### src/rtl/uart_ctrl.sv
// Memory-mapped UART controller: TX byte queue feeding a transmitter core through a
// small handshake FSM, RX holding register with overrun detection, and a level interrupt.
module uart_ctrl #(
  parameter int TXQ_DEPTH = 4
) (
  input  logic        sysclk,
  input  logic        reset,
  input  logic [31:0] addr,
  input  logic        MemRead,
  input  logic        MemWrite,
  input  logic [31:0] WriteData,
  output logic [31:0] ReadData,
  output logic [7:0]  tx_data,
  output logic        tx_start,
  input  logic        tx_idle,
  input  logic [7:0]  rx_data,
  input  logic        rx_valid,
  output logic        irq
);

  localparam int PW = $clog2(TXQ_DEPTH);
  localparam int CW = PW + 1;
  localparam logic [CW-1:0] DEPTH_C = CW'(TXQ_DEPTH);

  localparam logic [31:0] TXD_ADDR = 32'h4000_0018;
  localparam logic [31:0] RXD_ADDR = 32'h4000_001C;
  localparam logic [31:0] CON_ADDR = 32'h4000_0020;

  typedef enum logic [1:0] {
    IDLE      = 2'd0,
    START     = 2'd1,
    WAIT_BUSY = 2'd2,
    WAIT_DONE = 2'd3
  } tx_state_e;

  tx_state_e         state_q, state_d;
  logic [7:0]        mem_q [TXQ_DEPTH];
  logic [7:0]        mem_d [TXQ_DEPTH];
  logic [PW-1:0]     wr_ptr_q, wr_ptr_d;
  logic [PW-1:0]     rd_ptr_q, rd_ptr_d;
  logic [CW-1:0]     count_q, count_d;
  logic [7:0]        tx_data_q, tx_data_d;
  logic              tx_start_q, tx_start_d;
  logic              txie_q, txie_d;
  logic              rxie_q, rxie_d;
  logic              txdone_q, txdone_d;
  logic              rx_full_q, rx_full_d;
  logic              ovr_q, ovr_d;
  logic [7:0]        rx_hold_q, rx_hold_d;
  logic              irq_q, irq_d;

  logic              sel_txd_s, sel_rxd_s, sel_con_s;
  logic              wr_txd_s, wr_con_s, rd_rxd_s, rd_con_s;
  logic              q_full_s, q_empty_s, tx_busy_s;
  logic              push_s, pop_s, tx_done_set_s;
  logic [31:0]       con_s;
  logic              unused_wdata_s;

  assign sel_txd_s = (addr == TXD_ADDR);
  assign sel_rxd_s = (addr == RXD_ADDR);
  assign sel_con_s = (addr == CON_ADDR);
  assign wr_txd_s  = MemWrite & sel_txd_s;
  assign wr_con_s  = MemWrite & sel_con_s;
  assign rd_rxd_s  = MemRead & sel_rxd_s;
  assign rd_con_s  = MemRead & sel_con_s;

  // Fullness is judged on the registered count, so a same-cycle pop never frees a slot for a push.
  assign q_full_s  = (count_q == DEPTH_C);
  assign q_empty_s = (count_q == {CW{1'b0}});
  assign push_s    = wr_txd_s & ~q_full_s;
  assign pop_s     = (state_q == IDLE) & ~q_empty_s & tx_idle;
  assign tx_busy_s = (state_q != IDLE) | ~q_empty_s;

  assign con_s = {25'h0, tx_busy_s, ovr_q, q_full_s, rx_full_q, txdone_q, rxie_q, txie_q};
  assign unused_wdata_s = ^WriteData[31:8];

  // CPU read mux
  always_comb begin
    ReadData = 32'h0;
    if (MemRead) begin
      if (sel_rxd_s) begin
        ReadData = {24'h0, rx_hold_q};
      end else if (sel_con_s) begin
        ReadData = con_s;
      end else begin
        ReadData = 32'h0;
      end
    end else begin
      ReadData = 32'h0;
    end
  end

  // TX queue next state
  always_comb begin
    mem_d    = mem_q;
    wr_ptr_d = wr_ptr_q;
    rd_ptr_d = rd_ptr_q;
    count_d  = count_q;
    if (push_s) begin
      mem_d[wr_ptr_q] = WriteData[7:0];
      wr_ptr_d        = wr_ptr_q + PW'(1);
    end else begin
      wr_ptr_d = wr_ptr_q;
    end
    if (pop_s) begin
      rd_ptr_d = rd_ptr_q + PW'(1);
    end else begin
      rd_ptr_d = rd_ptr_q;
    end
    case ({push_s, pop_s})
      2'b10:   count_d = count_q + CW'(1);
      2'b01:   count_d = count_q - CW'(1);
      default: count_d = count_q;
    endcase
  end

  // TX handshake FSM
  always_comb begin
    state_d       = state_q;
    tx_data_d     = tx_data_q;
    tx_start_d    = 1'b0;
    tx_done_set_s = 1'b0;
    case (state_q)
      IDLE: begin
        if (pop_s) begin
          state_d    = START;
          tx_data_d  = mem_q[rd_ptr_q];
          tx_start_d = 1'b1;
        end else begin
          state_d = IDLE;
        end
      end
      START: state_d = WAIT_BUSY;
      WAIT_BUSY: begin
        if (!tx_idle) begin
          state_d = WAIT_DONE;
        end else begin
          state_d = WAIT_BUSY;
        end
      end
      WAIT_DONE: begin
        if (tx_idle) begin
          state_d       = IDLE;
          tx_done_set_s = 1'b1;
        end else begin
          state_d = WAIT_DONE;
        end
      end
      default: state_d = IDLE;
    endcase
  end

  // Status bits: set events outrank read-clears
  always_comb begin
    txie_d    = wr_con_s ? WriteData[0] : txie_q;
    rxie_d    = wr_con_s ? WriteData[1] : rxie_q;
    rx_hold_d = rx_valid ? rx_data : rx_hold_q;
    if (tx_done_set_s) begin
      txdone_d = 1'b1;
    end else if (rd_con_s) begin
      txdone_d = 1'b0;
    end else begin
      txdone_d = txdone_q;
    end
    if (rx_valid) begin
      rx_full_d = 1'b1;
    end else if (rd_rxd_s) begin
      rx_full_d = 1'b0;
    end else begin
      rx_full_d = rx_full_q;
    end
    if (rx_valid & rx_full_q & ~rd_rxd_s) begin
      ovr_d = 1'b1;
    end else if (rd_con_s) begin
      ovr_d = 1'b0;
    end else begin
      ovr_d = ovr_q;
    end
    irq_d = (txie_q & txdone_q) | (rxie_q & rx_full_q);
  end

  // State registers
  always_ff @(posedge sysclk or negedge reset) begin
    if (!reset) begin
      state_q    <= IDLE;
      for (int i = 0; i < TXQ_DEPTH; i++) begin
        mem_q[i] <= 8'h00;
      end
      wr_ptr_q   <= {PW{1'b0}};
      rd_ptr_q   <= {PW{1'b0}};
      count_q    <= {CW{1'b0}};
      tx_data_q  <= 8'h00;
      tx_start_q <= 1'b0;
      txie_q     <= 1'b0;
      rxie_q     <= 1'b0;
      txdone_q   <= 1'b0;
      rx_full_q  <= 1'b0;
      ovr_q      <= 1'b0;
      rx_hold_q  <= 8'h00;
      irq_q      <= 1'b0;
    end else begin
      state_q    <= state_d;
      mem_q      <= mem_d;
      wr_ptr_q   <= wr_ptr_d;
      rd_ptr_q   <= rd_ptr_d;
      count_q    <= count_d;
      tx_data_q  <= tx_data_d;
      tx_start_q <= tx_start_d;
      txie_q     <= txie_d;
      rxie_q     <= rxie_d;
      txdone_q   <= txdone_d;
      rx_full_q  <= rx_full_d;
      ovr_q      <= ovr_d;
      rx_hold_q  <= rx_hold_d;
      irq_q      <= irq_d;
    end
  end

  assign tx_data  = tx_data_q;
  assign tx_start = tx_start_q;
  assign irq      = irq_q;

endmodule
### config.mk
export PLATFORM = sky130hd
export DESIGN_NAME = uart_ctrl
export DESIGN_NICKNAME = d
export VERILOG_FILES = /design/src/rtl/uart_ctrl.sv
export SDC_FILE = /design/constraint.sdc
export NUM_CORES = 1
export LEC_CHECK = 0
export ABC_AREA = 1
export ABC_CLOCK_PERIOD_IN_PS = 2300
export CAP_MARGIN = 15
export CORE_ASPECT_RATIO = 0.8
export CORE_MARGIN = 4
export CORE_UTILIZATION = 60
export CTS_CLUSTER_SIZE = 24
export DETAILED_ROUTE_END_ITERATION = 6
export DONT_BUFFER_PORTS = 1
export HOLD_SLACK_MARGIN = 0.12
export PLACE_DENSITY = 0.76
export SYNTH_ARGS = -nofsm -noshare
export SYNTH_HDL_FRONTEND = slang
export SYNTH_SLANG_ARGS = --single-unit
### constraint.sdc
create_clock -name sysclk -period 2.3 [get_ports sysclk]
set_input_delay 0.46 -clock sysclk [delete_from_list [all_inputs] [get_ports sysclk]]
set_output_delay 0.46 -clock sysclk [all_outputs]
set_load 0.005 [all_outputs]
==> results.txt <==
----------------------------------------------------
[Outcome]
  Outcome ... completed

[Worst hold path]
  Hold crit path type ... input pin to flop
  Capture endpoint of the worst hold path ... state_q[0]
  Min-Delay Startpoint ... tx_idle
  Hold Crit Depth ... 1

[Layout]
  FF/Latch Area ... 1602 sq um
  Most frequent standard cell in the layout excluding fill and tap cells ... sky130_fd_sc_hd__nand2_1
  End-of-flow core utilization ... 65.82%
  Most frequent cells in the layout ... sky130_fd_sc_hd__nand2_1 (159), sky130_fd_sc_hd__dfrtp_1 (64), sky130_fd_sc_hd__nand3_1 (51)
  Share of final-layout standard cells stronger than drive strength 1 ... 7.018%
  Area taken by multi-input logic gates ... 1493 sq um
  Final Net Count ... 536
  FILL cells ... 472
  Layout area overhead ... 5.854%
  Count of inserted antenna diode cells ... 0

[Place]
  Port Buffer Count ... 0
  Placer congestion estimate ... 0.8983
  HPWL after detailed placement ... 5178 um

[Worst setup path]
  Category of cells accounting for the largest share of critical-path delay ... adder cells
  Arrival time at the worst endpoint ... 2270 ps
  Worst path cell trace ... inv_1 -> nand3_2 -> inv_1 -> nor2_2 -> nand3_2 -> nor2_4 -> inv_1 -> ha_1 -> inv_1 -> fa_1 -> a21oi_1 -> o21ai_0 -> xor2_1
  Maximum net fanout on the critical path ... 3
  Largest stage delay, worst path ... 380 ps
  Critical Setup Path Class ... flop to flop
  Number of cell instances on the worst register-to-register path ... 13
  Setup slack on the worst flop-to-flop path ... 240 ps
  Critical path required time ... 2510 ps
  Start of the worst register-to-register path ... count_q[1]
  Endpoint of the most critical register-to-register path ... count_q[2]
  Stages on worst setup path ... 13
  Critical path's slowest cell ... sky130_fd_sc_hd__dfrtp_1
  Kind of launch point of the worst setup path ... flop
  CP dominant cell by count ... sky130_fd_sc_hd__inv_1
  Kind of capture point of the worst setup path ... flop
  Buffers & Inverters on Critical Path ... 4

[Synth]
  Register bit count reported by yosys ... 64
  Xor/xnor cell area share of the yosys netlist ... 0.7732%
  Number of warnings printed during yosys synthesis ... 0
  Largest family of logic cells by synthesized area ... simple AND/OR/NAND/NOR gates
  Synth unique cells ... 25
  Proportion of synthesized area in mux cells ... 0%
  Leading cell types by total area after synthesis ... sky130_fd_sc_hd__dfrtp_1 (47%), sky130_fd_sc_hd__nand2_1 (18%), sky130_fd_sc_hd__nand3_1 (7.5%), sky130_fd_sc_hd__nor2_1 (5.4%), sky130_fd_sc_hd__buf_4 (5.3%)
  Mapped Area ... 3398 sq um
  Yosys top cell by area ... sky130_fd_sc_hd__dfrtp_1
  Post-synthesis average cell area ... 7.602 sq um
  Basic-gate share of the synthesized area counting and, or, nand and nor cells ... 33.17%
  Area share of the leading cell type in the synthesized netlist ... 47.13%
  Synth Area in Compound Gates ... 4.897%
  Count of mapped cells out of synthesis ... 447
  Register area share after synthesis ... 47.13%
  Adder-cell share of the synthesized area ... 2.430%

[Route]
  Total detailed-routing wirelength ... 7501 um
  Routed length per instance ... 14.05 um
  Vias per cell ... 5.193
  ANT nets after route ... 0
  Via count of the routed design ... 2773
  DRC errors left ... 0
  1st-pass router iterations ... 4
  Iteration-0 DRC count of the detailed router ... 300

[Die]
  Chip height ... 75.31 um
  Floorplan Core Area ... 5465 sq um
  Number of I/O pins ... 120
  Standard-cell rows ... 24
  Die outline width ... 92.14 um
  Starting density of the core ... 62.18%
  Die Footprint ... 6939 sq um

[STA]
  Setup violations, final ... 0
  Setup TNS ... 0 ps
  Post-route worst hold slack ... 219.2 ps
  Count of pins over their slew limit ... 0
  RSZ-0062 raised after global routing ... no
  Final critical path time including I/O delays and setup ... 2058 ps
  Actual slew at the worst max-slew pin ... 549.4 ps
  Final Hold Viols ... 0
  Worst slew margin ... 63.34%
  Setup Skew ... 6.232 ps
  Final Cycle Share ... 89.46%
  Highest clock frequency the design can meet ... 486.0 MHz

[Clocking]
  Number of resized instances in the post-cts repair step ... 0
  TritonCTS Buffers ... 9
  Number of setup buffers added after CTS ... 0
  CTS tree ... done
  CTS max path bufs ... 2
  Clock tree sinks ... 64
  Clock Pin Slew Worst Setup and Hold Paths ... 60 ps
  Number of buffers inserted by hold repair at cts ... 2
  H-tree depth reported by CTS ... 3
  Root cell of the clock tree ... sky130_fd_sc_hd__clkbuf_8
  Insertion delay to the later sink of the worst-skew pair ... 340 ps

[Global route]
  Total routing resource utilization after global routing ... 22.40%
  Sum of overflow across all layers after global routing ... 0
  Initial antenna violation count ... 0
  First-pass GRT wire length ... 11930 um
  Number of global-route vias before repair ... 2509
  Maximum number of pins on one net before global-route repair ... 65

[Power and ir drop]
  Static Leak ... 1.974 nW
  VDD IR max ... 410.8 uV
  Power per unit of standard cell area ... 836.3 nW/um^2

[Flow run]
  Number of violations of the max-capacitance limit ... 0

----------------------------------------------------
==> layer usage <==
metal,global-route usage (%),vias to the layer above,part of all wire (%)
li1,-,1363,-
met3,8.193,11,10
met1,30.32,1270,44
met5,0,-,0
met4,6.590,0,1.0
met2,34.47,129,45
==> per-stage QoR <==
step	std cells	power, W	cell area [sq um]	worst slack (ps)
2_1_floorplan	470	0.001919	3485	286.0
3_3_place_gp	517	0.002036	3372	300.0
3_5_place_dp	517	0.002062	3372	265.0
4_1_cts	534	0.003023	3597	226.4
5_1_grt	534	0.003199	3597	10.14
6_report	534	0.003008	3597	242.4
==> state kept, by name, indices dropped and copies added (netlist names) <==
name       flops
tx_start       1
txdone_q       1
ovr_q          1
count_q        3
mem_q         32
txie_q         1
rxie_q         1
rd_ptr_q       2
irq            1
rx_hold_q      8
wr_ptr_q       2
state_q        2
tx_data        8
rx_full_q      1
==> how the worst max path moves through the flow <==
stage / from / endpoint / slack, ps
CTS: count_q[1] / count_q[2] / 230
detailed placement: addr[13] / count_q[1] / 260
global route: count_q[1] / count_q[2] / 10
floorplan: addr[15] / count_q[1] / 290
finish: count_q[1] / count_q[2] / 240
global placement: count_q[1] / count_q[2] / 300
==> power breakdown <==
group / total [W] / internal [W] / switching, W
Combinational: 0.000694 / 0.000240 / 0.000454
Clock: 0.000924 / 0.000523 / 0.000401
Sequential: 0.00139 / 0.00127 / 0.000120
Total: 0.00301 / 0.00203 / 0.000975
==> cell families (layout without fill, tap and decap cells) <==
family	count (synthesis)	count (layout)
AOI/OAI and AO/OA	31	31
adders and majority gates	6	6
buffers and inverters	72	58
and+or+nand+nor	270	270
xor gates and xnor gates	3	3
other	1	24
DFF	64	64
==> cell usage after synthesis (all sizes together) <==
library cell / instances
nand2: 160
dfrtp: 64
nor2: 56
nand3: 53
buf: 34
inv: 33
o21ai: 21
o22ai: 9
ha: 5
clkbuf: 4
xor2: 2
a21oi: 1
clkinv: 1
conb: 1
fa: 1
nand4: 1
xnor2: 1
==> cell type report <==
cell class | instances | area share (%)
flip-flops and latches | 64 | 44.52
multi-input cells | 334 | 41.50
clock buffers | 12 | 4.035
inverters | 34 | 3.548
well taps | 78 | 2.713
repair buffers | 9 | 2.504
clock inverters | 3 | 1.183
==> worst register-to-register path, delay by kind of cell (launching register included) <==
| kind | cells | cell delay, ps |
|---|---|---|
| buffers and inverters | 4 | 360 |
| adder cells (fa/ha/maj) | 2 | 520 |
| XOR/XNOR | 1 | 160 |
| AND/OR/NAND/NOR | 4 | 260 |
| AO/OA/AOI/OAI | 2 | 250 |
| flip-flops | 1 | 380 |
Note: power is estimated with default switching activity, not from simulation.
==> RTL change, RTL diff (same settings) <==
Change the parameter `TXQ_DEPTH` from 4 to 8.
--- a/src/rtl/uart_ctrl.sv
+++ b/src/rtl/uart_ctrl.sv
@@ -3,3 +3,3 @@
 module uart_ctrl #(
-  parameter int TXQ_DEPTH = 4
+  parameter int TXQ_DEPTH = 8
 ) (
Check against the original RTL: not equivalent (a bounded check fails within 10 cycles, from zero or initial values and one cycle with reset low).
==> RTL change against the unedited design <==
The flow now finishes with violations (negative hold slack); critical endpoint is now mem_q[29]; combinational power is 74% higher; final area is 52% higher; critical path depth is 3 lower; power is 45% higher; routed wire length is 67% higher; hold slack worse by 440 ps; via count is 59% higher; area after synthesis is 55% higher; sequential cell count is 35 higher; worst setup slack worse by 49 ps.
==> RTL change: results (changes against the unedited design) <==
metric;value;unit;change
result of the run;finished with violations;;
failing checks;negative hold slack;;
fill count;759;;+61%
max reg flops;64;;+100%
first-pass GRT wire length;20.4;mm;+71%
cell family with most CP delay;simple AND/OR/NAND/NOR gates;;
number of vias per cell;5.67;;+9.3%
worst hold slack;-224;ps;-443 ps
synth cell count leaders;215 x nand2_1, 99 x dfrtp_1, 84 x nor2_1;;
count of different cell masters after synthesis;30;;+20%
aggregate global-route resource usage;0.246;;+0.0221
Hold Fails Final Rpt;99;;+99
worst skew pair latency;370;ps;+30 ps
Leak;2.85;nW;+44%
nets;741;;+38%
R2R depth;10;;-3
share of post-route cells with drive strength above 1;0.0784;;+0.00826
Reg-to-Reg End;mem_q[29];;
Routed WL;12.5;mm;+67%
drt pass-1 iters;5;;+1
GP Congestion;0.873;;-2.8%
largest net degree at the start of global routing;100;;+54%
Worst-path clk slew;100;ps;+40 ps
met2 WL;5.95;mm;+76%
r2r setup slk;190;ps;-50 ps
biggest cell delay along the critical path;420;ps;+40 ps
vias in the first global route;4072;;+62%
met1 WL;5.45;mm;+66%
Arrival @ worst endpoint;2360;ps;+90 ps
met3 wire len;928;um;+24%
met1 usage;0.338;;+0.0350
## RTL change: worst max-delay path by stage
stage,endpoint,slack [ps],cells after the start
2_1_floorplan,count_q[2],8,14
3_3_place_gp,mem_q[17],220,9
3_5_place_dp,mem_q[19],150,9
4_1_cts,mem_q[13],230,10
5_1_grt,mem_q[21],1,10
6_report,mem_q[29],190,10
## RTL change: area by class of cell
| cell class | count | area, um2 | area share |
|---|---|---|---|
| Inverter | 31 | 116 | 0.0213 |
| Multi-Input combinational cell | 500 | 2390 | 0.437 |
| Clock buffer | 11 | 131 | 0.0240 |
| Sequential cell | 99 | 2480 | 0.453 |
| Timing Repair Buffer | 17 | 153 | 0.0279 |
| Clock inverter | 5 | 61.3 | 0.0112 |
| Tap cell | 112 | 140 | 0.0256 |
## RTL change: what timing repair did
| item | CTS | global route |
|---|---|---|
| endpoints found under the setup margin | 0 | 0 |
| resized for setup | 0 | 0 |
| hold endpoints to repair | 99 | 99 |
## RTL change: cells by family after synthesis
family          Yosys count  share of synthesized area
simple gates            397                      0.334
flops                    99                      0.469
fa+ha+maj                 5                     0.0118
xor+xnor                  8                     0.0133
compound gates           66                     0.0704
buf+inv                  98                      0.100
other cells               1                   0.000710
## RTL change: power groups by stage
stage          combinational (mW)  clock [mW]  sequential (mW)
2_1_floorplan               0.939           0             2.02
4_1_cts                      1.20        1.13             2.05
3_3_place_gp                 1.13           0             2.07
3_5_place_dp                 1.19           0             2.08
6_report                     1.21        1.11             2.04
5_1_grt                      1.35        1.21             2.07
## RTL change: stage by stage
stage               setup WS [ps]  hold WS (ps)
detailed placement            149           167
CTS                           234          -236
global route                 1.10          -256
finish                        193          -224
global placement              223           167
floorplan                    7.82           164
